[src/rtl/addsub_multicycle.sv]
// addsub_multicycle: multi-cycle adder/subtractor for the ULA datapath.
// One CHUNK-wide carry-chain slice is reused for WIDTH/CHUNK cycles; the
// inter-chunk carry is held in a flop. Operand and result sides use
// valid/ready handshakes.
//
// Ports:
//   clk        rising-edge clock
//   rst_n      synchronous reset, active-low
//   in_valid   operand request
//   in_ready   block can accept operands (high in IDLE only)
//   op_sub     0: a+b, 1: a-b (sampled with the operands)
//   a, b       operands (WIDTH bits)
//   out_valid  result/flags valid (high in DONE only)
//   out_ready  consumer takes the result
//   s          result (WIDTH bits)
//   cout       carry out of the MSB (subtract: 1 = no borrow)
//   ovf        signed overflow
//   zero       s == 0
//
// Build option: define ADDSUB_SATURATE_EN to clamp s to the signed limit on
// overflow; otherwise s wraps modulo 2^WIDTH.

module addsub_multicycle #(
    parameter int unsigned WIDTH = 32,
    parameter int unsigned CHUNK = 8
) (
    input  logic             clk,
    input  logic             rst_n,
    input  logic             in_valid,
    output logic             in_ready,
    input  logic             op_sub,
    input  logic [WIDTH-1:0] a,
    input  logic [WIDTH-1:0] b,
    output logic             out_valid,
    input  logic             out_ready,
    output logic [WIDTH-1:0] s,
    output logic             cout,
    output logic             ovf,
    output logic             zero
);

    localparam int unsigned NCHUNK = WIDTH / CHUNK;
    localparam int unsigned CNT_W  = (NCHUNK > 1) ? $clog2(NCHUNK) : 1;
    localparam int unsigned SH_W   = $clog2(WIDTH + 1);

    localparam logic [WIDTH-1:0] CHUNK_MASK = WIDTH'({CHUNK{1'b1}});

    localparam logic [1:0] IDLE = 2'd0;
    localparam logic [1:0] RUN  = 2'd1;
    localparam logic [1:0] DONE = 2'd2;

    // Reject a chunk size that does not tile the operand width
    generate
        if (WIDTH % CHUNK != 0) begin : g_bad_chunk
            $error("addsub_multicycle: WIDTH must be a multiple of CHUNK");
        end
    endgenerate

    logic [1:0]       state;
    logic [1:0]       state_next;
    logic [WIDTH-1:0] a_q;
    logic [WIDTH-1:0] b_q;
    logic             carry;
    logic [CNT_W-1:0] cnt;

    logic [SH_W-1:0]  sh;
    logic [CHUNK-1:0] a_chunk;
    logic [CHUNK-1:0] b_chunk;
    logic [CHUNK:0]   sum;
    logic [WIDTH-1:0] s_run;
    logic [WIDTH-1:0] s_fin;
    logic             msb_cin;
    logic             ovf_run;
    logic             last;

    // Next-state and chunk datapath
    always_comb begin
        state_next = state;
        sh         = SH_W'(cnt) * SH_W'(CHUNK);
        a_chunk    = CHUNK'(a_q >> sh);
        b_chunk    = CHUNK'(b_q >> sh);
        sum        = {1'b0, a_chunk} + {1'b0, b_chunk} + (CHUNK+1)'(carry);
        s_run      = (s & ~(CHUNK_MASK << sh)) | (WIDTH'(sum[CHUNK-1:0]) << sh);
        // Carry into the MSB recovered from the MSB sum bit
        msb_cin    = a_q[WIDTH-1] ^ b_q[WIDTH-1] ^ s_run[WIDTH-1];
        ovf_run    = msb_cin ^ sum[CHUNK];
`ifdef ADDSUB_SATURATE_EN
        // Operands share a sign on overflow, so a_q's MSB gives the direction
        if (ovf_run) begin
            s_fin = a_q[WIDTH-1] ? {1'b1, {(WIDTH-1){1'b0}}} : {1'b0, {(WIDTH-1){1'b1}}};
        end else begin
            s_fin = s_run;
        end
`else
        s_fin      = s_run;
`endif
        last       = (cnt == CNT_W'(NCHUNK - 1));

        case (state)
            IDLE:    if (in_valid)  state_next = RUN;
            RUN:     if (last)      state_next = DONE;
            DONE:    if (out_ready) state_next = IDLE;
            default:                state_next = IDLE;
        endcase
    end

    // State, operand, carry and result registers
    always_ff @(posedge clk) begin
        if (!rst_n) begin
            state     <= IDLE;
            cnt       <= '0;
            carry     <= 1'b0;
            a_q       <= '0;
            b_q       <= '0;
            s         <= '0;
            cout      <= 1'b0;
            ovf       <= 1'b0;
            zero      <= 1'b0;
            in_ready  <= 1'b1;
            out_valid <= 1'b0;
        end else begin
            state     <= state_next;
            in_ready  <= (state_next == IDLE);
            out_valid <= (state_next == DONE);
            case (state)
                IDLE: begin
                    if (in_valid) begin
                        a_q   <= a;
                        b_q   <= b ^ {WIDTH{op_sub}};
                        carry <= op_sub;
                        cnt   <= '0;
                    end
                end
                RUN: begin
                    s     <= last ? s_fin : s_run;
                    carry <= sum[CHUNK];
                    cnt   <= cnt + CNT_W'(1);
                    if (last) begin
                        cout <= sum[CHUNK];
                        ovf  <= ovf_run;
                        zero <= (s_fin == '0);
                    end
                end
                default: begin
                end
            endcase
        end
    end

endmodule
[config.mk]
export PLATFORM = sky130hd
export DESIGN_NAME = addsub_multicycle
export DESIGN_NICKNAME = d
export VERILOG_FILES = /design/src/rtl/addsub_multicycle.sv
export SDC_FILE = /design/constraint.sdc
export NUM_CORES = 1
export LEC_CHECK = 0
export CAP_MARGIN = 15
export CORE_ASPECT_RATIO = 0.9
export CORE_MARGIN = 10
export CORE_UTILIZATION = 46
export DETAILED_ROUTE_END_ITERATION = 16
export PLACE_DENSITY = 0.7
export SKIP_CTS_REPAIR_TIMING = 1
export SLEW_MARGIN = 40
export SYNTH_ARGS = -nofsm -noshare
export SYNTH_HDL_FRONTEND = slang
export SYNTH_SLANG_ARGS = --single-unit
[constraint.sdc]
create_clock -name clk -period 4.3 [get_ports clk]
set_input_delay 0.645 -clock clk [delete_from_list [all_inputs] [get_ports clk]]
set_output_delay 0.645 -clock clk [all_outputs]
set_load 0.01 [all_outputs]
Yosys cells after proc, flatten, opt, wreduce, memory -nomap -nowiden --
Cells that the tools add are included. W data, S select, Z words.
Cells by class: $add $sub $neg 3, equality and inequality tests 5, shift-type cells 4, mux-type cells 8, bitwise gates (word level) 7, reduce and logical (&&, ||, !) cells 7
Operators with widths (number):
- $shr A32 B5 Y8 | 2
- $and A32 B32 Y32 | 1
- $logic_not A32 Y1 | 1
- $not A32 Y32 | 1
- $or A32 B32 Y32 | 1
- $shl A8 B5 Y32 | 1
- $shl A8 B5 Y32 const A | 1
- $xor A32 B32 Y32 | 1
- $add A8 B8 Y9 | 1
- $add A9 B1 Y9 | 1
- $mux W2 | 4
- $eq A2 B2 Y1 const B | 3
- $pmux W2 S3 | 1
- $reduce_and A2 Y1 | 3
- $logic_not A2 Y1 | 2
- $pmux W2 S2 | 1
- $xor A1 B1 Y1 | 3
- $add A2 B1 Y2 const B | 1
- $eq A2 B1 Y1 const B | 1
- $ne A2 B2 Y1 const B | 1
- $pmux W1 S2 | 1
- $reduce_bool A2 Y1 | 1
- $mux W1 | 1
Word-level totals: bits in registers 106, input bits 69, output and inout port bits 37, logic and storage cells 45

Logic depth before layout (Yosys ltp) --
Gate-level depths: netlist (run 1).
depth after elaboration 7, gate-level depth with buffers 13, gate-level depth less buffers 11

Least setup slack after synthesis (run 1) --
No wires, ideal clock.
path kind register to register, start register cnt[0], end register zero, library setup time 116 ps, data arrival time 3025 ps, data required time 4184 ps, setup slack 1160 ps, stages on the path, launching flop included 14, path buffers 2, clock period less this slack 3140 ps, cell sequence dfxtp_1 > buf_2 > buf_2 > mux4_2 > fa_1 > inv_1 > fa_1 > and2b_1 > o21a_1 > o21a_1 > nor2_2 > xnor2_1 > nor4_1 > a31o_1
On the way: word-level cells in the longest chain between the ends 6, elaborated cells on any way between the ends 12, classes of those cells add/sub: 2; eq/ne: 1; shift: 4; bitwise: 3; reduce/logical: 2
Ends and longest elaborated chain:
- start: declaration | line 64 | logic [CNT_W-1:0] cnt;
- start signal: assignment | line 137 | cnt <= cnt + CNT_W'(1);
- $shr A32 B5 Y8, on equally long branches | line 80, 81
- $add A8 B8 Y9 | line 82 | sum = {1'b0, a_chunk} + {1'b0, b_chunk} + (CHUNK+1)'(carry);
- $add A9 B1 Y9 | line 82
- $shl A8 B5 Y32 | line 83 | s_run = (s & ~(CHUNK_MASK << sh)) | (WIDTH'(sum[CHUNK-1:0]) << sh);
- $or A32 B32 Y32 | line 83
- $logic_not A32 Y1 | line 141 | zero <= (s_fin == '0);
- end signal: assignment | line 141
- end: declaration | line 39 | output logic zero
Parallel ways exist; a longest one is shown, timed or not. A chain may end at the register's enable or synchronous reset.

Worst setup path after layout (run 1) --
start register cnt[1], end register zero
Same word-level chain as after synthesis.

==> results of run 1 <==
==> cells by family after synthesis <==
group | share of synthesized area (%)
and+or+nand+nor | 16.9
buffers and inverters | 3.49
DFF | 41.7
xor gates and xnor gates | 6.37
muxes | 7.31
AOI/OAI and AO/OA | 20.7
adders and majority gates | 3.49
==> per-layer routing <==
metal	up-vias	routed length [um]	GRT usage (%)
li1	2062	-	-
met1	2047	5940	22.3
met2	135	6230	27.6
met3	7	929	4.93
met4	0	82	4.03
met5	-	0	0
==> registers in the layout (all words and copies together) (netlist names), 2 cells and up <==
register,count
state,2
s,32
a_q,32
b_q,32
cnt,2
==> layout make-up <==
| type | count | area [um^2] |
|---|---|---|
| well taps | 133 | 166 |
| clock inverters | 4 | 76.3 |
| flip-flops and latches | 106 | 2120 |
| fillers | 942 | 4290 |
| repair buffers | 111 | 1090 |
| clock buffers | 12 | 236 |
| multi-input cells | 384 | 2790 |
| inverters | 9 | 33.8 |
==> placed cells by master, fill, tap and decap left out, types with 2 or more instances in the layout <==
cell type,n
buf_4,6
a21o_1,2
o21ai_0,8
o211a_1,32
dfxtp_1,106
o21a_1,4
xnor2_1,37
nand2b_1,2
a21boi_0,35
inv_1,9
clkbuf_16,9
nor2_1,16
nor3_2,3
bufinv_16,2
nor4_1,6
nor2_2,2
nor2b_1,32
a21oi_1,7
nor3_1,4
mux4_2,16
a22oi_1,32
fa_1,2
ha_1,11
clkdlybuf4s50_1,103
nand2_1,108
a211oi_1,2
clkbuf_1,3
==> worst max-delay path by stage <==
stage	start	to	slack, ns	cells after the start
after floorplan	cnt[0]	zero	1.16	13
after global placement	cnt[1]	zero	1.03	11
after detailed placement	cnt[1]	zero	0.87	11
after CTS	cnt[1]	zero	0.87	11
after global routing	cnt[1]	ovf	0.68	11
final	cnt[1]	zero	0.86	11
==> per-stage QoR <==
step | util, % | area [um^2]
after floorplan | - | 5090
after global placement | 57.4 | 6200
after detailed placement | 57.4 | 6200
after CTS | 60.3 | 6520
after global routing | 60.3 | 6520
final | 60.3 | 6520
==> worst reg2reg max path, cell delays in order, from the launching register on <==
cell and delay (ns):
dfxtp_1 0.72, mux4_2 0.60, fa_1 0.42, inv_1 0.10, fa_1 0.19, and2b_1 0.21
o21a_1 0.21, a21oi_1 0.41, nor2_1 0.10, o2111ai_1 0.10, nor4_1 0.07, a31o_1 0.20
==> power by group through the flow <==
stage	clock [uW]	sequential [uW]	combinational (uW)
floorplan	0	1090	282
global placement	0	1100	437
detailed placement	0	1100	446
CTS	875	1080	448
global route	915	1090	492
finish	864	1080	446
==> reports/qor.csv, run 1 <==
stage,metric,value,unit
run_status,outcome,"finished, final reports clean",
hold_path,hold_class,reg2reg,
critical_path,cp_max_fo,13,
yosys,ys_ff_latch,106,
grt,antenna_found_initial,0,
pwr,intPower,1770,uW
detailed_routing,vias,4251,
placed_design,placed_cells,743,
critical_path,worstSetupPathType,reg2reg,
grt,grt_overflow,0,
timing,rsz0062_at_grt,no,
grt,grt_max_degree,97,
clocking,cts_htree_levels,3,
yosys,yosys-top-cells-area,"dfxtp_1 42%, nand2_1 8.0%, mux4_2 7.1%",
timing,fin_crit_sh,80.1,%
grt,grt_pass1_vias,4220,
pwr,pwr-share-comb,18.7,%
floorplanning,coreArea,0.0108,mm^2
timing,whs,0.467,ns
yosys,syn_area,0.00509,mm^2
clocking,cts.path.max_buffers,2,
critical_path,arrival,3.68,ns
pwr,switching_share,25.9,%
yosys,synth_edf_count,0,
detailed_routing,viasPerCell,5.60,
clocking,cts_made_buffers,9,
flow_run,cap_violations,0,
hold_path,hold_depth,2,
final_layout,syn2layout_area_growth,28.2,%
detailed_routing,drtIter0Drc,415,
detailed_routing,drtAntennaViolNets,0,
yosys,synthFlopType,dfxtp_1,
timing,timing.final.ws_setup,0.855,ns
pwr,pwr-share-clk,36.1,%
critical_path,cp_common_cell,fa_1,
detailed_routing,drc,0,
final_layout,final_cells,759,
pwr,powerDensity,367,mW/mm^2
critical_path,cp_cell_sequence,mux4_2 -> fa_1 -> inv_1 -> fa_1 -> and2b_1 -> o21a_1 -> a21oi_1 -> nor2_1 -> o2111ai_1 -> nor4_1 -> a31o_1,
critical_path,endpoint_kind,register,
placed_design,hpwl,9850,um
placed_design,gp_congestion,0.914,
clocking,cts_tree,done,
critical_path,worst_path_max_delay_cell,dfxtp_1,
timing,period_needed,3.44,ns
yosys,yosysTopAreaCell,dfxtp_1,
yosys,seq_area_frac_synth,41.7,%
timing,tns,0,ns
critical_path,worstRegToRegCells,11,
timing,relSlewSlack,50.2,%
timing,finalHoldViolations,0,
critical_path,worst-path-buf-inv,1,
pwr,p_switching,618,uW
critical_path,r2r_slack,0.86,ns
grt,track_usage,17.2,%
timing,final_max_slew_viol_count,0,
critical_path,critPathMaxStageDelay,0.72,ns
hold_path,hp-start,a_q[25],
placed_design,place_ws,0.874,ns
floorplanning,rows,36,
floorplanning,die-area,0.0157,mm^2
timing,setup_viol,0,
timing,max_freq,290,MHz
pwr,p_leak,0.00260,uW
yosys,post-synth-top-count-cell,nand2_1,
clocking,clock_latency,0.34,ns
critical_path,critical-path-top-delay-family,compound AO/OA/AOI/OAI gates,
yosys,synth-warning-count,0,
critical_path,r2r-end,zero,
critical_path,required,4.54,ns
critical_path,timing.rr.start,cnt[1],
floorplanning,initial_core_util,47.0,%
pwr,seqPwrFrac,45.2,%
clocking,numClockSinks,106,
yosys,avgSynthCellArea,9.51,um^2
critical_path,crit_path_start_kind,register,
final_layout,drive_gt1_share,7.51,%
detailed_routing,wirelength,13200,um
placed_design,io_buffers,105,
timing,finClkSkew,0.00651,ns
final_layout,antenna_cells,0,
detailed_routing,dr.pass1.iters,5,
pwr,ir_drop,0.000232,V
final_layout,nets,703,
yosys,post-synth-top-area-fraction,41.7,%
floorplanning,die_h,120,um
yosys,synth_cell_types,47,
yosys,yosys-top-cells-count,"108 x nand2_1, 106 x dfxtp_1, 37 x xnor2_1",
yosys,synth_cells,535,
hold_path,min_to,a_q[25],
clocking,clk_pin_slew,0.06,ns
clocking,cts-root-buf,clkbuf_16,
timing,worst_slew_pin_slew,0.741,ns
yosys,async_flop_share,0,%
pwr,power.total,2390,uW
grt,grt_pass1_wl,22000,um
yosys,synth_nets,617,
floorplanning,die_w,131,um
detailed_routing,routedWlPerCell,17.4,um
floorplanning,boundaryPins,106,
Power figures use the tool's default switching activity.
==> inputs of run 2 (changes only) <==
Clock period 4.3 ns to 3.56 ns, I/O delays scaled along.
==> reports/qor.csv, run 2 (same netlist as run 1, synthesis figures left out) <==
stage,metric,value,unit
hold_path,hold_class,reg2reg,
placed_design,place_ws,0.443,ns
run_status,outcome,"finished, final reports clean",
pwr,ir_drop,0.000222,V
timing,relSlewSlack,43.3,%
critical_path,crit_path_start_kind,register,
final_layout,nFillCells,950,
critical_path,required,3.85,ns
floorplanning,die_h,120,um
timing,finClkSkew,0.00668,ns
detailed_routing,drtIter0Drc,313,
timing,final_max_slew_viol_count,0,
timing,setup_viol,0,
critical_path,critPathMaxStageDelay,0.43,ns
critical_path,arrival,3.42,ns
grt,grt_overflow,0,
critical_path,cp_max_fo,12,
final_layout,final_cell_mix,"108 x nand2_1, 106 x dfxtp_1, 103 x clkdlybuf4s50_1",
final_layout,design_area,0.00653,mm^2
critical_path,cp_cell_sequence,buf_4 -> mux4_2 -> fa_1 -> inv_1 -> fa_1 -> and2b_1 -> o21ai_0 -> a21oi_1 -> a21oi_1 -> o211ai_1 -> mux2_2 -> nand2_1,
floorplanning,rows,36,
grt,grt_pass1_wl,21500,um
final_layout,final_common_cell,nand2_1,
final_layout,drive_gt1_share,7.97,%
placed_design,gp_congestion,0.816,
pwr,powerDensity,438,mW/mm^2
clocking,cts_tree,done,
flow_run,cap_violations,0,
floorplanning,die_w,131,um
critical_path,endpoint_kind,register,
timing,fin_crit_sh,88.1,%
critical_path,worstSetupPathType,reg2reg,
final_layout,syn2layout_area_growth,28.3,%
placed_design,io_buffers,105,
grt,antenna_found_initial,0,
grt,track_usage,17.0,%
grt,grt_pass1_vias,4285,
final_layout,antenna_cells,0,
detailed_routing,routedWlPerCell,17.5,um
grt,grt_max_degree,63,
final_layout,multi_input_area,0.00279,mm^2
detailed_routing,dr.pass1.iters,5,
pwr,power.total,2860,uW
clocking,numClockSinks,106,
timing,finalHoldViolations,0,
critical_path,worst_path_max_delay_cell,fa_1,
clocking,cts_htree_levels,3,
detailed_routing,vias,4237,
detailed_routing,viasPerCell,5.58,
final_layout,nets,705,
timing,timing.final.ws_setup,0.425,ns
clocking,cts-root-buf,clkbuf_16,
floorplanning,initial_core_util,47.0,%
final_layout,regArea,0.00212,mm^2
timing,rsz0062_at_grt,no,
pwr,p_leak,0.00261,uW
detailed_routing,wirelength,13300,um
timing,period_needed,3.13,ns
floorplanning,die-area,0.0157,mm^2
floorplanning,boundaryPins,106,
clocking,cts.path.max_buffers,2,
clocking,clk_pin_slew,0.06,ns
placed_design,place_area,0.00622,mm^2
final_layout,largest_registers,"a_q x32, b_q x32, s x32",
detailed_routing,drc,0,
timing,whs,0.463,ns
clocking,clock_latency,0.35,ns
timing,tns,0,ns
floorplanning,coreArea,0.0108,mm^2
timing,max_freq,319,MHz
detailed_routing,drtAntennaViolNets,0,
placed_design,hpwl,9960,um
timing,worst_slew_pin_slew,0.845,ns
clocking,cts_made_buffers,9,
-- run 2: changes by cell type in the layout (fill, tap and decap cells not counted), sizes merged --
cell and change:
buf +2, bufinv -1, clkbuf +1, clkinvlp -1
-- run 2: stage by stage --
step / util [%] / cells
global placement: 57.5 / 745
CTS: 60.3 / 760
global route: 60.4 / 760
finish: 60.4 / 760
floorplan: - / 535
detailed placement: 57.5 / 745
-- run 2: layout make-up --
type / count / share of cell area (%)
Tap cell: 133 / 2.55
Clock buffer: 13 / 4.14
Sequential cell: 106 / 32.5
Multi-Input combinational cell: 384 / 42.8
Timing Repair Buffer: 113 / 16.9
Clock inverter: 2 / 0.537
Inverter: 9 / 0.518
-- run 2: worst max-delay path, delay by kind of cell, from the launching register on --
kind | cells | cell delay (ns)
buf+inv | 2 | 0.37
compound gates | 4 | 0.78
simple gates | 2 | 0.26
mux | 2 | 0.64
fa+ha+maj | 2 | 0.63
flops | 1 | 0.38
-- run 2: worst paths after layout --
path	slack (ns)	endpoint	cells past startpoint	start
setup / recovery	0.43	ovf	12	cnt[0]
hold / removal	0.46	a_q[12]	2	a_q[12]
setup reg to reg	0.43	ovf	12	cnt[0]
hold reg to reg	0.46	a_q[12]	2	a_q[12]
-- run 2: routing by layer --
| layer | GRT usage (%) | vias up | routed length [um] |
|---|---|---|---|
| li1 | - | 2050 | - |
| met1 | 20.3 | 2066 | 5710 |
| met2 | 29.0 | 107 | 6570 |
| met3 | 4.53 | 14 | 831 |
| met4 | 4.72 | 0 | 176 |
| met5 | 0 | - | 0 |
-- run 2: power breakdown --
part	total, uW	switching, uW	internal (uW)
Clock	1010	413	598
Combinational	546	276	270
Sequential	1300	46.6	1260
Total	2860	736	2120
